### src/rtl/mem_port_arbiter.sv
`default_nettype none
// ============================================================================
// Module      : mem_port_arbiter
// Description : Shares one single-outstanding memory port between the fetch
//               and data-access requesters of a 5-stage MIPS pipeline.
// Revision    : 1.0 - initial release
// ============================================================================
module mem_port_arbiter #(
  parameter int ADDR_W     = 32,
  parameter int DATA_W     = 32,
  parameter int STARVE_LIM = 4
) (
  input  logic              clk,
  input  logic              rst,
  input  logic              inst_req,
  input  logic [ADDR_W-1:0] inst_addr,
  output logic [DATA_W-1:0] inst_rdata,
  output logic              inst_valid,
  output logic              stall_inst,
  input  logic              data_req,
  input  logic              data_wr,
  input  logic [ADDR_W-1:0] data_addr,
  input  logic [DATA_W-1:0] data_wdata,
  input  logic [3:0]        data_wstrb,
  output logic [DATA_W-1:0] data_rdata,
  output logic              data_valid,
  output logic              stall_data,
  output logic              mem_req,
  output logic              mem_wr,
  output logic [ADDR_W-1:0] mem_addr,
  output logic [DATA_W-1:0] mem_wdata,
  output logic [3:0]        mem_wstrb,
  input  logic              mem_gnt,
  input  logic              mem_rvalid,
  input  logic [DATA_W-1:0] mem_rdata
);

  typedef enum logic [2:0] {
    IDLE   = 3'd0,
    REQ_I  = 3'd1,
    WAIT_I = 3'd2,
    REQ_D  = 3'd3,
    WAIT_D = 3'd4
  } state_e;

  localparam logic [3:0] c_starve_lim = 4'(STARVE_LIM);

  state_e            state_q, state_d;
  logic [3:0]        starve_cnt_q, starve_cnt_d;
  logic              mem_req_q, mem_req_d;
  logic              mem_wr_q, mem_wr_d;
  logic [ADDR_W-1:0] mem_addr_q, mem_addr_d;
  logic [DATA_W-1:0] mem_wdata_q, mem_wdata_d;
  logic [3:0]        mem_wstrb_q, mem_wstrb_d;
  logic              fetch_starved;

  always_ff @(posedge clk) begin
    if (rst) begin
      state_q      <= IDLE;
      starve_cnt_q <= 4'd0;
      mem_req_q    <= 1'b0;
      mem_wr_q     <= 1'b0;
      mem_addr_q   <= '0;
      mem_wdata_q  <= '0;
      mem_wstrb_q  <= 4'd0;
    end else begin
      state_q      <= state_d;
      starve_cnt_q <= starve_cnt_d;
      mem_req_q    <= mem_req_d;
      mem_wr_q     <= mem_wr_d;
      mem_addr_q   <= mem_addr_d;
      mem_wdata_q  <= mem_wdata_d;
      mem_wstrb_q  <= mem_wstrb_d;
    end
  end

  // Fetch only overrides data priority once it has lost STARVE_LIM times in a row
  assign fetch_starved = inst_req && (starve_cnt_q == c_starve_lim);

  always_comb begin
    state_d      = state_q;
    starve_cnt_d = starve_cnt_q;
    mem_req_d    = mem_req_q;
    mem_wr_d     = mem_wr_q;
    mem_addr_d   = mem_addr_q;
    mem_wdata_d  = mem_wdata_q;
    mem_wstrb_d  = mem_wstrb_q;
    inst_valid   = 1'b0;
    data_valid   = 1'b0;

    case (state_q)
      IDLE: begin
        if (data_req && !fetch_starved) begin
          state_d     = REQ_D;
          mem_req_d   = 1'b1;
          mem_wr_d    = data_wr;
          mem_addr_d  = data_addr;
          mem_wdata_d = data_wdata;
          mem_wstrb_d = data_wr ? data_wstrb : 4'd0;
          if (inst_req && (starve_cnt_q < c_starve_lim)) begin
            starve_cnt_d = starve_cnt_q + 4'd1;
          end
        end else if (inst_req) begin
          state_d      = REQ_I;
          starve_cnt_d = 4'd0;
          mem_req_d    = 1'b1;
          mem_wr_d     = 1'b0;
          mem_addr_d   = inst_addr;
          mem_wdata_d  = '0;
          mem_wstrb_d  = 4'd0;
        end
      end
      REQ_I: begin
        if (mem_gnt) begin
          state_d   = WAIT_I;
          mem_req_d = 1'b0;
        end
      end
      WAIT_I: begin
        if (mem_rvalid) begin
          inst_valid = 1'b1;
          state_d    = IDLE;
        end
      end
      REQ_D: begin
        if (mem_gnt) begin
          state_d   = WAIT_D;
          mem_req_d = 1'b0;
        end
      end
      WAIT_D: begin
        if (mem_rvalid) begin
          data_valid = 1'b1;
          state_d    = IDLE;
        end
      end
      default: begin
        state_d   = IDLE;
        mem_req_d = 1'b0;
      end
    endcase
  end

  assign inst_rdata = inst_valid ? mem_rdata : '0;
  assign data_rdata = data_valid ? mem_rdata : '0;
  assign stall_inst = inst_req & ~inst_valid;
  assign stall_data = data_req & ~data_valid;

  assign mem_req   = mem_req_q;
  assign mem_wr    = mem_wr_q;
  assign mem_addr  = mem_addr_q;
  assign mem_wdata = mem_wdata_q;
  assign mem_wstrb = mem_wstrb_q;

endmodule
`default_nettype wire

### config.mk
export PLATFORM = sky130hd
export DESIGN_NAME = mem_port_arbiter
export DESIGN_NICKNAME = d
export VERILOG_FILES = /design/src/rtl/mem_port_arbiter.sv
export SDC_FILE = /design/constraint.sdc
export NUM_CORES = 1
export LEC_CHECK = 0
export ABC_CLOCK_PERIOD_IN_PS = 4640
export BUFFER_PORTS_ARGS = -buffer_cell sky130_fd_sc_hd__buf_2
export CORE_AREA = 4 4 105 107
export CTS_CLUSTER_DIAMETER = 120
export CTS_CLUSTER_SIZE = 20
export DETAILED_ROUTE_END_ITERATION = 7
export DIE_AREA = 0 0 109 111
export GPL_ROUTABILITY_DRIVEN = 1
export PLACE_DENSITY = 0.82
export SLEW_MARGIN = 10
export SYNTH_ARGS = -nofsm -noshare
export SYNTH_HDL_FRONTEND = slang
export SYNTH_SLANG_ARGS = --single-unit
### constraint.sdc
create_clock -name clk -period 4.64 [get_ports clk]
set_input_delay 0.696 -clock clk [delete_from_list [all_inputs] [get_ports clk]]
set_output_delay 0.696 -clock clk [all_outputs]
set_load 0.01 [all_outputs]
======== Yosys cells after proc, flatten, opt, wreduce, memory -nomap -nowiden ========
Cells that the tools add are included.
Widths: inputs -> output; s select.
word-level totals
  register bits after elaboration ......... 77
  logic and storage cells ................. 63
  bits of input ports ..................... 139
  output and inout bits ................... 138
cells by class
  bitwise operators ....................... 5
  $add $sub $neg .......................... 1
  mux-type cells .......................... 26
  equal/unequal tests ..................... 11
  reductions and logical operators ........ 12
  order comparisons ....................... 1
operators with widths
  cell                 count
  $mux 32              6
  $mux 4               5
  $mux 3               5
  $pmux 3 s4           1
  $mux 1               8
  $eq 3x2->1 const B   2
  $ne 2x1->1 const B   3
  $reduce_and 3->1     2
  $add 4x1->4 const B  1
  $eq 4x3->1 const B   1
  $lt 4x3->1 const B   1
  $ne 2x2->1 const B   2
  $reduce_and 4->1     1
  $reduce_or 2->1      2
  $eq 3x1->1 const B   1
  $eq 3x3->1 const B   1
  $logic_and 1x1->1    3
  $logic_not 3->1      1
  $ne 3x3->1 const B   1
  $not 1->1            3
  $pmux 1 s3           1
  $and 1x1->1          2
  $reduce_and 2->1     1
  $reduce_bool 2->1    1
  $logic_not 1->1      1

======== Longest topological paths before layout ========
  word-level depth ........................ 6
  mapped depth ............................ 7
  mapped depth without buffers ............ 5

======== Worst setup path after synthesis ========
No wires, ideal clock.
  path kind ............................... in2out
  from .................................... input port mem_rvalid
  to ...................................... output port inst_rdata[22]
  data required time ...................... 3.944 ns
  setup slack ............................. 2.503 ns
  arrival ................................. 1.441 ns
  stages on the path ...................... 3
  buffers on the path ..................... 1
  path through ............................ and4bb_2 clkbuf_1 and2_1
between the ends
  cells in the longest elaborated chain, start to end .. 3
ends and longest elaborated chain
  what             line  source
  start, declared  34    input logic mem_rvalid,
  $mux 1           120   if (mem_rvalid) begin
  $mux 1           91    case (state_q)
  net inst_valid   18    output logic inst_valid,
  $mux 32          144   assign inst_rdata = inst_valid ? mem_rdata : '0;
  end, declared    17    output logic [DATA_W-1:0] inst_rdata,
The timed path passes the listed nets, and every way through them passes these cells.

======== Worst setup path in the final report ========
  from .................................... register state_q[0]
  to ...................................... output port data_rdata[30]
between the ends
  cells in the longest elaborated chain, start to end .. 3
ends and longest elaborated chain
  what                    line  source
  start, declared         48    state_e state_q, state_d;
  start signal, assigned  67    state_q <= state_d;
  $eq 3x3->1              91
  $mux 1                  91
  $mux 32                 145   assign data_rdata = data_valid ? mem_rdata : '0;
  end, declared           25    output logic [DATA_W-1:0] data_rdata,
Every way passes these cells.

==> impl_metrics.env <==
export IMPL_outcome="complete, no violations"
export IMPL_synth_cell_types=41
export IMPL_critPathSlowestCell="and3_1"
export IMPL_placementRows=37
export IMPL_hold_path_class="flip-flop to flip-flop"
export IMPL_multiInputGateArea_mm2=0.00210
export IMPL_whs_ps=473
export IMPL_n_antenna_cell=0
export IMPL_tightest_slew_ps=872
export IMPL_fin_total_pwr_mw=1.91
export IMPL_synth_edf_count=0
export IMPL_io_buffers=276
export IMPL_grt_max_degree=51
export IMPL_cp_required_ps=3940
export IMPL_max_stage_delay_ps=750
export IMPL_netlist_instances=491
export IMPL_drt_initial_drc_count=430
export IMPL_peakVddDrop_v=0.000176
export IMPL_dr_pass1_iters=5
export IMPL_die_h_um=111
export IMPL_critPathLaunchType="flip-flop"
export IMPL_synthTopCellsByCount="77 x dfxtp_1, 71 x a21oi_1, 64 x and2_1"
export IMPL_ant_nets=0
export IMPL_grt_util_all_layers=0.225
export IMPL_finalSetupViolCount=0
export IMPL_post_cts_buffers=0
export IMPL_ys_top_cells_by_area="dfxtp_1 39%, and2_1 10%, a21oi_1 9.0%"
export IMPL_clock_sinks=77
export IMPL_cp_arrival_ps=2110
export IMPL_synth_top_area_cell="dfxtp_1"
export IMPL_worstSkewPairLatency_ps=350
export IMPL_final_cell_area_mm2=0.00549
export IMPL_leakage_nw=2.64
export IMPL_cp_depth=4
export IMPL_drc_errors=0
export IMPL_wl_per_cell_um=16.5
export IMPL_cts_hold_buf=0
export IMPL_critPathMaxFanout=34
export IMPL_avgSynthCellArea_um2=8.06
export IMPL_cts_resized=0
export IMPL_ios=277
export IMPL_antenna_found_initial=0
export IMPL_fin_crit_ps=2800
export IMPL_cts_buffers=9
export IMPL_drive_gt1_frac=0.419
export IMPL_cts_htree_levels=3
export IMPL_finalHoldViolations=0
export IMPL_place_gp_congestion=0.821
export IMPL_skew_ps=15.7
export IMPL_die_area_mm2=0.0121
export IMPL_seq_area_mm2=0.00154
export IMPL_via_per_inst=5.44
export IMPL_critPathBufInv=1
export IMPL_fillers=982
export IMPL_reg2regPathDepth=4
export IMPL_grt_ovfl_total=0
export IMPL_worstHoldPathCells=2
export IMPL_grt_pass1_vias=4525
export IMPL_core_area_mm2=0.0101
export IMPL_ys_ff_latch=77
export IMPL_async_reset_ff_frac=0
export IMPL_fin_crit_sh=0.604
export IMPL_max_freq_mhz=357
export IMPL_synth_top_area_frac=0.390
export IMPL_nets=864
export IMPL_synth_most_common_cell="dfxtp_1"
export IMPL_synthToLayoutAreaGrowth_pct=38.8
export IMPL_ys_seq_area_frac=0.390
export IMPL_syn_area_mm2=0.00396
export IMPL_path_class="flip-flop to output pin"
export IMPL_crit_family="simple AND/OR/NAND/NOR gates"
export IMPL_fin_setup_tns_ps=0
export IMPL_worstPathCellList="nor2_1 -> and3_1 -> and2_1 -> buf_2"
export IMPL_power_density_mw_per_mm2=348
export IMPL_grt_pass1_wl_um=22200
export IMPL_rsz0062_at_grt="no"
export IMPL_start_util=0.390
export IMPL_max_slew_margin=0.418
export IMPL_clock_path_buffers=2
export IMPL_placed_cell_area_mm2=0.00527
export IMPL_routed_wl_um=14300
export IMPL_cts_clk_slew_worst_paths_ps=90
export IMPL_cts_tree="built"
export IMPL_slew_viol_final=0
export IMPL_die_w_um=109
export IMPL_cts_root_buffer="clkbuf_8"
export IMPL_end_kind="output pin"
export IMPL_syn_nets=632
export IMPL_drv_cap=0
export IMPL_ys_flop_type="dfxtp_1"
export IMPL_vias=4697
export IMPL_ys_warn_count=0
export IMPL_dp_hpwl_um=10400
sequential cells by signal, indices dropped and copies added (netlist names):
signal,count
mem_wdata,32
state_q,3
mem_wstrb,4
mem_wr,1
starve_cnt_q,4
mem_addr,32
mem_req,1
report_power, final:
part | internal (mW) | switching (mW)
Clock | 0.308 | 0.257
Combinational | 0.221 | 0.326
Sequential | 0.747 | 0.0507
Total | 1.28 | 0.634
cell usage in the layout, fill, tap and decap left out, drive strengths merged:
master,instances
o41ai,1
or2,1
a211oi,1
nor3b,1
or4b,1
clkinvlp,1
nand3,32
dfxtp,77
bufinv,2
ha,2
clkinv,1
nor2,6
a21oi,71
and2,64
and4bb,1
and4b,1
nor4b,1
nor2b,2
and3,1
inv,10
nand3b,1
nand4b,2
or4,2
nand4,35
or3,2
a31oi,3
nor4,1
o31ai,1
nand2,3
o21ai,66
buf,282
clkbuf,10
nor3,2
nand2b,5
a311oi,32
o32ai,4
kinds of logic after synthesis:
logic type               count (synthesis)  synth area share
buffers and inverters                   69            0.0807
AND/OR/NAND/NOR                        164             0.259
flip-flops                              77             0.390
adder cells (fa/ha/maj)                  2           0.00633
AO/OA/AOI/OAI                          179             0.264
metrics by stage:
step | worst slack (ps) | util | cells
6_report | 1840 | 0.542 | 864
5_1_grt | 1590 | 0.542 | 864
4_1_cts | 1800 | 0.542 | 864
3_5_place_dp | 1810 | 0.520 | 848
3_3_place_gp | 1870 | 0.520 | 848
2_1_floorplan | 2500 | - | 491
worst paths after layout:
path                             startpoint                   endpoint  slack [ps]
setup reg to reg    state_q[2]$_SDFFE_PP0P_   mem_addr[1]$_SDFFE_PP0P_        2400
setup / recovery    state_q[0]$_SDFFE_PP0P_             data_rdata[30]        1840
hold / removal    mem_wstrb[1]$_SDFFE_PP0P_  mem_wstrb[1]$_SDFFE_PP0P_         470
hold reg to reg   mem_wstrb[1]$_SDFFE_PP0P_  mem_wstrb[1]$_SDFFE_PP0P_         470
cell type report:
cell class | count | area share
tap | 136 | 0.0310
sequential | 77 | 0.281
clock inverter | 6 | 0.0171
timing repair buffer | 282 | 0.260
inverter | 8 | 0.00547
clock buffer | 10 | 0.0232
multi-input combinational | 345 | 0.383
routing by layer:
layer	vias to the layer above	global-route usage	share of wire
met5	-	0	0
met4	0	0.0859	0.025
met1	2140	0.269	0.39
met3	27	0.0559	0.083
li1	2283	-	-
met2	247	0.383	0.50
worst min-delay path, delay by kind of cell (launching register included):
kind,cells,cell delay [ps]
buf+inv,1,40
flops,1,310
compound gates,1,70
Power figures use the tool's default switching activity.
